## src/rtl/s2mm_arb_pkg.sv

```systemverilog
// Shared types and helpers for the S2MM packet arbiter.
package s2mm_arb_pkg;

  typedef enum logic [1:0] {
    IDLE = 2'd0,
    ARB  = 2'd1,
    XFER = 2'd2
  } state_t;

  // Width of a counter able to hold 0 .. beats-1 (never narrower than 1 bit).
  function automatic int unsigned cnt_width(input int unsigned beats);
    return (beats > 1) ? $clog2(beats) : 1;
  endfunction

  // Legal parameter combinations for the arbiter.
  function automatic bit params_ok(input int unsigned axis_dw,
                                   input int unsigned fifo_dw,
                                   input int unsigned dest_w,
                                   input int unsigned num_ch,
                                   input int unsigned max_beats);
    return (fifo_dw <= axis_dw) && (num_ch >= 2) &&
           (num_ch <= (32'd1 << dest_w)) && (max_beats >= 2);
  endfunction

endpackage

```

## src/rtl/s2mm_rr_pick.sv

```systemverilog
// Combinational round-robin picker: first set req bit above rr_ptr, with wrap.
module s2mm_rr_pick
  import s2mm_arb_pkg::*;
#(
  parameter int unsigned N  = 2,
  parameter int unsigned IW = 1
) (
  input  logic [N-1:0]  req,
  input  logic [IW-1:0] rr_ptr,
  output logic [N-1:0]  gnt,
  output logic [IW-1:0] idx,
  output logic          any
);

  logic [IW-1:0] cand;

  // Scan rr_ptr+1 .. rr_ptr+N (mod N); the first requester found wins.
  always_comb begin
    gnt  = '0;
    idx  = '0;
    any  = 1'b0;
    cand = '0;
    for (int unsigned i = 1; i <= N; i++) begin
      cand = IW'((32'(rr_ptr) + i) % N);
      if (!any && req[cand]) begin
        gnt[cand] = 1'b1;
        idx       = cand;
        any       = 1'b1;
      end
    end
  end

endmodule

```

## src/rtl/s2mm_packet_arbiter.sv

```systemverilog
// Packet-granular round-robin arbiter feeding the MCDMA S2MM AXI-Stream port
// from NUM_CHANNELS FWFT FIFOs, with a beat limit and sticky truncation flags.
module s2mm_packet_arbiter
  import s2mm_arb_pkg::*;
#(
  parameter int unsigned AXIS_DATA_WIDTH = 32,
  parameter int unsigned FIFO_DATA_WIDTH = 32,
  parameter int unsigned AXIS_KEEP_WIDTH = AXIS_DATA_WIDTH / 8,
  parameter int unsigned AXIS_DEST_WIDTH = 4,
  parameter int unsigned NUM_CHANNELS    = 2,
  parameter int unsigned MAX_PKT_BEATS   = 1024
) (
  input  logic                                    clk_in,
  input  logic                                    rst_n_in,
  input  logic                                    SINK_AXIS_tready_in,
  output logic [AXIS_DATA_WIDTH-1:0]              SINK_AXIS_tdata_out,
  output logic [AXIS_DEST_WIDTH-1:0]              SINK_AXIS_tdest_out,
  output logic [AXIS_KEEP_WIDTH-1:0]              SINK_AXIS_tkeep_out,
  output logic                                    SINK_AXIS_tlast_out,
  output logic                                    SINK_AXIS_tuser_out,
  output logic                                    SINK_AXIS_tvalid_out,
  input  logic [NUM_CHANNELS*FIFO_DATA_WIDTH-1:0] fifo_data_in,
  input  logic [NUM_CHANNELS-1:0]                 fifo_not_empty_in,
  input  logic [NUM_CHANNELS-1:0]                 fifo_last_in,
  output logic [NUM_CHANNELS-1:0]                 fifo_r_stb_out,
  input  logic [NUM_CHANNELS-1:0]                 chan_en_in,
  input  logic [NUM_CHANNELS-1:0]                 trunc_clr_in,
  output logic [NUM_CHANNELS-1:0]                 grant_out,
  output logic                                    busy_out,
  output logic                                    pkt_done_out,
  output logic [NUM_CHANNELS-1:0]                 trunc_err_out
);

  localparam int unsigned   IW       = $clog2(NUM_CHANNELS);
  localparam int unsigned   CW       = cnt_width(MAX_PKT_BEATS);
  localparam logic [CW-1:0] LAST_CNT = CW'(MAX_PKT_BEATS - 1);

  if (!params_ok(AXIS_DATA_WIDTH, FIFO_DATA_WIDTH, AXIS_DEST_WIDTH,
                 NUM_CHANNELS, MAX_PKT_BEATS)) begin : g_param_check
    $error("s2mm_packet_arbiter: illegal parameter combination");
  end

  state_t                      state, state_nxt;
  logic [IW-1:0]               g_idx;
  logic [IW-1:0]               rr_ptr;
  logic [NUM_CHANNELS-1:0]     grant_q;
  logic [CW-1:0]               beat_cnt;
  logic [NUM_CHANNELS-1:0]     req;
  logic [NUM_CHANNELS-1:0]     pick_gnt;
  logic [IW-1:0]               pick_idx;
  logic                        pick_any;
  logic                        pop;
  logic                        eff_last;
  logic                        head_last;
  logic [AXIS_DATA_WIDTH-1:0]  head_data;
  logic                        tvalid_q;
  logic                        tlast_q;
  logic [AXIS_DATA_WIDTH-1:0]  tdata_q;
  logic [AXIS_DEST_WIDTH-1:0]  tdest_q;
  logic                        pkt_done_q;
  logic [NUM_CHANNELS-1:0]     trunc_err_q;

  assign req = chan_en_in & fifo_not_empty_in;

  s2mm_rr_pick #(
    .N  (NUM_CHANNELS),
    .IW (IW)
  ) u_pick (
    .req    (req),
    .rr_ptr (rr_ptr),
    .gnt    (pick_gnt),
    .idx    (pick_idx),
    .any    (pick_any)
  );

  // State register.
  always_ff @(posedge clk_in or negedge rst_n_in) begin
    if (!rst_n_in) state <= IDLE;
    else           state <= state_nxt;
  end

  // Next-state logic: a grant is held from first beat until the eff_last pop.
  always_comb begin
    state_nxt = state;
    unique case (state)
      IDLE:    if (|req) state_nxt = ARB;
      ARB:     state_nxt = pick_any ? XFER : IDLE;
      XFER:    if (pop && eff_last) state_nxt = ARB;
      default: state_nxt = IDLE;
    endcase
  end

  // Output/pop decode from registered state and the granted FIFO head.
  always_comb begin
    head_data                        = '0;
    head_data[FIFO_DATA_WIDTH-1:0]   = fifo_data_in[g_idx*FIFO_DATA_WIDTH +: FIFO_DATA_WIDTH];
    head_last                        = fifo_last_in[g_idx];
    eff_last                         = head_last | (beat_cnt == LAST_CNT);
    pop            = (state == XFER) && fifo_not_empty_in[g_idx] &&
                     (!tvalid_q || SINK_AXIS_tready_in);
    fifo_r_stb_out = '0;
    if (pop) fifo_r_stb_out[g_idx] = 1'b1;
    grant_out      = (state == XFER) ? grant_q : '0;
    busy_out       = (state == XFER);
  end

  // Grant bookkeeping: capture the pick in ARB, count beats, advance rr_ptr at packet end.
  always_ff @(posedge clk_in or negedge rst_n_in) begin
    if (!rst_n_in) begin
      g_idx    <= '0;
      grant_q  <= '0;
      beat_cnt <= '0;
      rr_ptr   <= IW'(NUM_CHANNELS - 1);
    end else begin
      if (state == ARB && pick_any) begin
        g_idx    <= pick_idx;
        grant_q  <= pick_gnt;
        beat_cnt <= '0;
      end else if (pop) begin
        beat_cnt <= beat_cnt + CW'(1);
        if (eff_last) rr_ptr <= g_idx;
      end
    end
  end

  // AXIS output register: load on pop, drop valid once accepted without a refill.
  always_ff @(posedge clk_in or negedge rst_n_in) begin
    if (!rst_n_in) begin
      tvalid_q <= 1'b0;
      tlast_q  <= 1'b0;
      tdata_q  <= '0;
      tdest_q  <= '0;
    end else if (pop) begin
      tvalid_q <= 1'b1;
      tlast_q  <= eff_last;
      tdata_q  <= head_data;
      tdest_q  <= AXIS_DEST_WIDTH'(g_idx);
    end else if (SINK_AXIS_tready_in) begin
      tvalid_q <= 1'b0;
    end
  end

  // Status: packet-done pulse and sticky truncation flags (set beats clear).
  always_ff @(posedge clk_in or negedge rst_n_in) begin
    if (!rst_n_in) begin
      pkt_done_q  <= 1'b0;
      trunc_err_q <= '0;
    end else begin
      pkt_done_q  <= pop && eff_last;
      trunc_err_q <= (trunc_err_q & ~trunc_clr_in) |
                     ((pop && eff_last && !head_last) ? grant_q : '0);
    end
  end

  assign SINK_AXIS_tdata_out  = tdata_q;
  assign SINK_AXIS_tdest_out  = tdest_q;
  assign SINK_AXIS_tkeep_out  = '1;
  assign SINK_AXIS_tlast_out  = tlast_q;
  assign SINK_AXIS_tuser_out  = 1'b0;
  assign SINK_AXIS_tvalid_out = tvalid_q;
  assign pkt_done_out         = pkt_done_q;
  assign trunc_err_out        = trunc_err_q;

endmodule

```

## config.mk

```make
export PLATFORM = sky130hd
export DESIGN_NAME = s2mm_packet_arbiter
export DESIGN_NICKNAME = d
export VERILOG_FILES = /design/src/rtl/s2mm_arb_pkg.sv /design/src/rtl/s2mm_rr_pick.sv /design/src/rtl/s2mm_packet_arbiter.sv
export SDC_FILE = /design/constraint.sdc
export NUM_CORES = 1
export LEC_CHECK = 0
export CAP_MARGIN = 30
export CORE_ASPECT_RATIO = 0.75
export CORE_UTILIZATION = 44
export CTS_CLUSTER_SIZE = 10
export DETAILED_ROUTE_END_ITERATION = 12
export HOLD_SLACK_MARGIN = 0.12
export PLACE_DENSITY = 0.95
export SLEW_MARGIN = 20
export SYNTH_ARGS = -nofsm -noshare
export SYNTH_HDL_FRONTEND = slang
export SYNTH_HIERARCHICAL = 1
export SYNTH_SLANG_ARGS = --single-unit
```

## constraint.sdc

```tcl
create_clock -name clk_in -period 2.45 [get_ports clk_in]
set_input_delay 0.49 -clock clk_in [delete_from_list [all_inputs] [get_ports clk_in]]
set_output_delay 0.49 -clock clk_in [all_outputs]
set_load 0.05 [all_outputs]
```

### Word level (Yosys, flattened, before mapping)

Index checks and enable logic that the tools add are counted.
Widths: inputs -> output; s select.

* $add $sub $neg: 3
* multipliers: 0
* div/mod/pow operators: 0
* order comparisons: 6
* equal/unequal tests: 5
* shift operators: 1
* multiplexer cells: 31
* bitwise gates (word level): 7
* reductions and logical operators: 19

Operator list (number)
* $shiftx 64x7->32: 1
* $mux 10: 2
* $mux 1: 17
* $mux 2: 8
* $add 10x1->10 const B: 1
* $eq 10x10->1 const B: 1
* $logic_and 1x1->1: 9
* $lt 1x2->1 const B: 3
* $pmux 2 s3: 1
* $and 2x2->2: 2
* $or 2x2->2: 2
* $reduce_bool 2->1: 2
* $demux 1 s1: 3
* $ge 1x1->1 const B: 3
* $logic_not 1->1: 3
* $reduce_and 3->1: 1
* $add 1x1->1 const B: 2
* $eq 2x1->1 const B: 1
* $eq 2x2->1 const B: 1
* $logic_not 2->1: 1
* $ne 2x1->1 const B: 1
* $ne 2x2->1 const B: 1
* $not 2->2: 1
* $reduce_and 2->1: 1
* 4 further kinds: 4

* register bits: 54
* bits in latches: 0
* RAM bits: 0
* ROM bits: 0
* input port bits: 75
* output and inout port bits: 51
* word-level logic and storage cells: 83
* memories: 0

### Depth between registers and ports, before layout

* depth in word-level cells: 10
* mapped depth: 7
* depth with buffers taken out: 6

### Hierarchy

The synthesis kept the hierarchy.

Modules (own cells, without submodules)
* s2mm_packet_arbiter: times used 1, cells an instance 258, area an instance 2592.5 µm², seq. area each 1352.5 µm²
* s2mm_rr_pick: times used 1, cells an instance 5, area an instance 32.5 µm², seq. area each 0.0 µm²

### Worst setup path before layout

No wires, ideal clock.

* path kind: flip-flop to output port
* start: reg state[0]
* end: out fifo_r_stb_out[0]
* data arrival time: 1.991 ns
* data required time: 1.960 ns
* slack: -0.031 ns
* stages on the path, launching flop included: 7
* path buffers: 2
* cells stage by stage: dfrtp_1 nand2b_4 inv_2 nand3_1 buf_2 buf_2 nor2_1

* word-level cells in the longest chain between the ends: 4

RTL lines
* start: declaration: RTL line s2mm_packet_arbiter.sv:43 `state_t state, state_nxt;`
* start signal: assignment: RTL line s2mm_packet_arbiter.sv:79 `else state <= state_nxt;`
* $eq 2x2->1
* named net busy_out: RTL line s2mm_packet_arbiter.sv:29 `output logic busy_out,`
* $logic_and 1x1->1 (2 in a row): RTL line s2mm_packet_arbiter.sv:99 `pop = (state == XFER) && fifo_not_empty_in[g_idx] &&`
* $mux 2: RTL line s2mm_packet_arbiter.sv:102 `if (pop) fifo_r_stb_out[g_idx] = 1'b1;`
* end: declaration: RTL line s2mm_packet_arbiter.sv:25 `output logic [NUM_CHANNELS-1:0] fifo_r_stb_out,`

The timed path passes the listed nets, and every way through them passes these cells.

==> report_table.html <==
<table>
<tr><th>Metric</th><th>Value</th></tr>
<tr><th colspan="2">Outcome</th></tr>
<tr><td>Run status</td><td>finished clean</td></tr>
<tr><th colspan="2">Floorplanning</th></tr>
<tr><td>Initial core utilization</td><td>47.3%</td></tr>
<tr><td>Core Box Area</td><td>5550 um^2</td></tr>
<tr><td>Number of placement rows</td><td>23</td></tr>
<tr><td>Top-Level Pins</td><td>126</td></tr>
<tr><td>Die area</td><td>6280 um^2</td></tr>
<tr><td>Height of the chip</td><td>68.9 um</td></tr>
<tr><td>Die boundary width</td><td>91.2 um</td></tr>
<tr><th colspan="2">Yosys</th></tr>
<tr><td>Yosys warning total</td><td>6</td></tr>
<tr><td>Gate count after technology mapping</td><td>263</td></tr>
<tr><td>Count of different cell masters after synthesis</td><td>41</td></tr>
<tr><td>Area share of the largest cell type after synthesis</td><td>50.5%</td></tr>
<tr><td>Cell area after technology mapping</td><td>2630 um^2</td></tr>
<tr><td>Most frequently used flop master after synthesis</td><td>sky130_fd_sc_hd__dfrtp_1</td></tr>
<tr><td>Number of storage elements in the synthesis netlist</td><td>54</td></tr>
<tr><td>Share of async-settable or async-resettable flops after synthesis</td><td>100%</td></tr>
<tr><td>Area leader, netlist</td><td>sky130_fd_sc_hd__dfrtp_1</td></tr>
<tr><td>Sequential fraction of the synthesis area</td><td>51.5%</td></tr>
<tr><td>Top post-synthesis cells by area</td><td>sky130_fd_sc_hd__dfrtp_1 51%, sky130_fd_sc_hd__mux2i_1 13%, sky130_fd_sc_hd__nand2_1 6.4%</td></tr>
<tr><td>Number of synthesized flops with an enable pin</td><td>0</td></tr>
<tr><td>Avg Synthesized Cell Area</td><td>9.98 um^2</td></tr>
<tr><th colspan="2">Placement</th></tr>
<tr><td>Cell Area, Placed</td><td>3900 um^2</td></tr>
<tr><td>Routability congestion estimate from global placement</td><td>0.784</td></tr>
<tr><td>HPWL after detailed placement</td><td>5300 um</td></tr>
<tr><td>Count of buffers inserted at the top-level ports</td><td>117</td></tr>
<tr><th colspan="2">Worst setup path</th></tr>
<tr><td>Critical path type</td><td>primary input to output port</td></tr>
<tr><td>WP data arrival</td><td>1.93 ns</td></tr>
<tr><td>Crit start category</td><td>primary input</td></tr>
<tr><td>Endpoint class of the critical path</td><td>output port</td></tr>
<tr><td>Critical Path RT</td><td>1.96 ns</td></tr>
<tr><td>Worst Path Max Fanout</td><td>2</td></tr>
<tr><th colspan="2">Cells and area</th></tr>
<tr><td>Design Area, Final</td><td>4010 um^2</td></tr>
<tr><td>Ratio of cells with drive above 1 in the final layout</td><td>8.85%</td></tr>
<tr><td>Layout net count</td><td>459</td></tr>
<tr><td>Relative area change from synthesis to final layout</td><td>52.7%</td></tr>
<tr><td>Area of the multi-input gates</td><td>1160 um^2</td></tr>
<tr><td>Sequential Area</td><td>1350 um^2</td></tr>
<tr><td>Number of diodes added for antenna fixing</td><td>0</td></tr>
<tr><td>Filler cells</td><td>417</td></tr>
<tr><th colspan="2">Drt</th></tr>
<tr><td>Drt pass-1 iters</td><td>4</td></tr>
<tr><td>Detailed-route via count</td><td>2303</td></tr>
<tr><td>Routed len/inst</td><td>15.1 um</td></tr>
<tr><td>Routed via count divided by cell count</td><td>5.02</td></tr>
<tr><td>DRC violation count after routing</td><td>0</td></tr>
<tr><td>Remaining antenna violation count after routing</td><td>0</td></tr>
<tr><td>Initial drt markers</td><td>77</td></tr>
<tr><td>Total wire length</td><td>6910 um</td></tr>
<tr><th colspan="2">Global routing</th></tr>
<tr><td>GRT Total Usage</td><td>22.5%</td></tr>
<tr><td>Initial antenna violation count</td><td>0</td></tr>
<tr><td>Vias in the first global route</td><td>2243</td></tr>
<tr><td>First-pass GRT wire length</td><td>10900 um</td></tr>
<tr><td>Maximum number of pins on one net before global-route repair</td><td>52</td></tr>
<tr><td>Total grt overflow</td><td>0</td></tr>
<tr><th colspan="2">Power and ir drop</th></tr>
<tr><td>Power density over the cells</td><td>1140 nW/um^2</td></tr>
<tr><td>Worst IR Drop VDD</td><td>659 uV</td></tr>
<tr><td>Leakage power summed over all cells</td><td>1.74 nW</td></tr>
<tr><th colspan="2">Clock network</th></tr>
<tr><td>Clock transition time at the flip-flop clock pins of the worst setup and hold paths</td><td>0.09 ns</td></tr>
<tr><td>Clk Tree Root Cell</td><td>sky130_fd_sc_hd__clkbuf_8</td></tr>
<tr><td>Number of clock sinks</td><td>54</td></tr>
<tr><td>Number of hold-repair buffers added at the cts stage</td><td>0</td></tr>
<tr><td>Longest Clk Path Bufs</td><td>2</td></tr>
<tr><td>Maximum level of the CTS H-tree</td><td>2</td></tr>
<tr><td>Skew-Pair Late Insertion Delay</td><td>0.30 ns</td></tr>
<tr><td>Clock tree from TritonCTS</td><td>done</td></tr>
<tr><td>Number of buffers created by CTS</td><td>5</td></tr>
<tr><th colspan="2">Timing</th></tr>
<tr><td>Final Hold Viols</td><td>0</td></tr>
<tr><td>Max-slew headroom at the worst pin</td><td>54.0%</td></tr>
<tr><td>Worst-Margin Slew</td><td>0.684 ns</td></tr>
<tr><td>Final max-slew violation count</td><td>0</td></tr>
<tr><td>Post-route setup TNS</td><td>0 ns</td></tr>
<tr><td>Final setup viols</td><td>0</td></tr>
<tr><td>Time the worst path needs with I/O delays and setup</td><td>2.42 ns</td></tr>
<tr><td>Max Fclk</td><td>0.413 GHz</td></tr>
<tr><td>Clock tree skew after final layout</td><td>0.00724 ns</td></tr>
<tr><td>Ratio of final minimum period to clock period</td><td>98.9%</td></tr>
<tr><th colspan="2">Worst hold path</th></tr>
<tr><td>Min-Delay Path Class</td><td>primary input to asynchronous set/reset pin</td></tr>
<tr><th colspan="2">Run</th></tr>
<tr><td>Number of max-cap violations</td><td>0</td></tr>
</table>
cells in the final DEF, fill, tap and decap left out, drive strengths merged, types with 3 or more instances in the layout:
master / n
and2: 4
buf: 15
a21oi: 8
conb: 8
dfrtp: 53
clkdlybuf4s50: 110
nand2: 45
o21ai: 38
a21boi: 3
nor2: 7
inv: 8
nand3: 7
clkbuf: 7
mux2i: 34
or4: 4
state kept, by name, indices dropped and copies added (netlist names), 2 cells and up:
name                 flops
SINK_AXIS_tdata_out     32
beat_cnt                10
state                    2
grant_q                  2
trunc_err_out            2
repair_timing:
item	CTS	global route
resized for setup	1	4
pin swaps	0	2
setup endpoints to repair	1	1
buffers inserted	0	1
endpoints found under the hold margin	0	0
critical path: stages:
cell and delay [ns]:
sky130_fd_sc_hd__clkdlybuf4s50_1 0.42, sky130_fd_sc_hd__and2_1 0.18, sky130_fd_sc_hd__or2_4 0.23, sky130_fd_sc_hd__nand3b_1 0.11, sky130_fd_sc_hd__nand2_1 0.08, sky130_fd_sc_hd__nor2_1 0.14, sky130_fd_sc_hd__buf_4 0.14, sky130_fd_sc_hd__buf_12 0.13
area by class of cell:
type | instances | area share (%)
clock buffer | 7 | 2.15
clock inverter | 1 | 0.125
timing repair buffer | 128 | 32.0
sequential | 54 | 33.8
multi-input combinational | 186 | 28.8
inverter | 8 | 0.749
tap | 75 | 2.34
final timing paths:
path	from	endpoint	slack, ns	cells after the start
setup reg to reg	beat_cnt[0]$_DFFE_PN0P_	rr_ptr$_DFFE_PN1P_	0.57	5
min in group clk_in	SINK_AXIS_tdata_out[8]$_DFFE_PN0P_	SINK_AXIS_tdata_out[8]$_DFFE_PN0P_	0.49	2
hold reg to reg	SINK_AXIS_tdata_out[8]$_DFFE_PN0P_	SINK_AXIS_tdata_out[8]$_DFFE_PN0P_	0.49	2
hold / removal	rst_n_in	SINK_AXIS_tdata_out[30]$_DFFE_PN0P_	0.16	1
setup / recovery	chan_en_in[1]	fifo_r_stb_out[1]	0.03	8
max in group asynchronous	rst_n_in	rr_ptr$_DFFE_PN1P_	1.67	2
cell usage after synthesis (2+ instances only):
library cell               instances
sky130_fd_sc_hd__a21boi_0          2
sky130_fd_sc_hd__a21o_1            2
sky130_fd_sc_hd__a21oi_1           7
sky130_fd_sc_hd__a22o_1            2
sky130_fd_sc_hd__and2_1            4
sky130_fd_sc_hd__buf_2            10
sky130_fd_sc_hd__buf_4             8
sky130_fd_sc_hd__clkbuf_1          2
sky130_fd_sc_hd__conb_1            2
sky130_fd_sc_hd__dfrtp_1          53
sky130_fd_sc_hd__inv_1             7
sky130_fd_sc_hd__mux2i_1          34
sky130_fd_sc_hd__nand2_1          45
sky130_fd_sc_hd__nand3_1           7
sky130_fd_sc_hd__nand4_1           2
sky130_fd_sc_hd__nand4b_1          2
sky130_fd_sc_hd__nor2_1            7
sky130_fd_sc_hd__nor2b_1           2
sky130_fd_sc_hd__nor4_1            2
sky130_fd_sc_hd__o21ai_0           9
sky130_fd_sc_hd__o21ai_1          29
sky130_fd_sc_hd__o31ai_1           2
sky130_fd_sc_hd__or2_1             2
sky130_fd_sc_hd__or4_1             3
sky130_fd_sc_hd__xnor2_1           2
logic make-up after synthesis:
kind of cell             count (synthesis)  synth area share (%)
flip-flops                              54                  51.5
AND/OR/NAND/NOR                         82                  15.1
adder cells (fa/ha/maj)                  1                 0.477
multiplexers                            35                  13.4
other                                    2                 0.286
XOR/XNOR                                 3                  1.00
AO/OA/AOI/OAI                           57                  12.4
buffers and inverters                   29                  5.77
report_power, final:
group	switching [mW]	internal [mW]	total [mW]
combinational	1.67	0.937	2.61
clock	0.278	0.229	0.507
sequential	0.218	1.22	1.44
layer usage:
layer	vias to the layer above	global-route usage [%]	share of wire, %
li1	1130	-	-
met1	1076	27.8	41
met2	93	39.3	51
met3	4	6.47	7.7
met4	0	6.94	0.69
met5	-	0	0
through the flow:
step | cells | hold WS [ns] | total power [mW] | utilization (%) | worst slack (ns)
floorplan | 269 | 0.194 | 3.15 | - | 0.0883
global placement | 450 | 0.464 | 4.00 | 70.2 | 0.0762
detailed placement | 450 | 0.472 | 4.08 | 70.2 | 0.0194
CTS | 458 | 0.173 | 4.59 | 71.8 | 0.00717
global route | 459 | 0.206 | 4.80 | 72.2 | -0.0365
finish | 459 | 0.158 | 4.56 | 72.2 | 0.0274
Power figures use the tool's default switching activity.
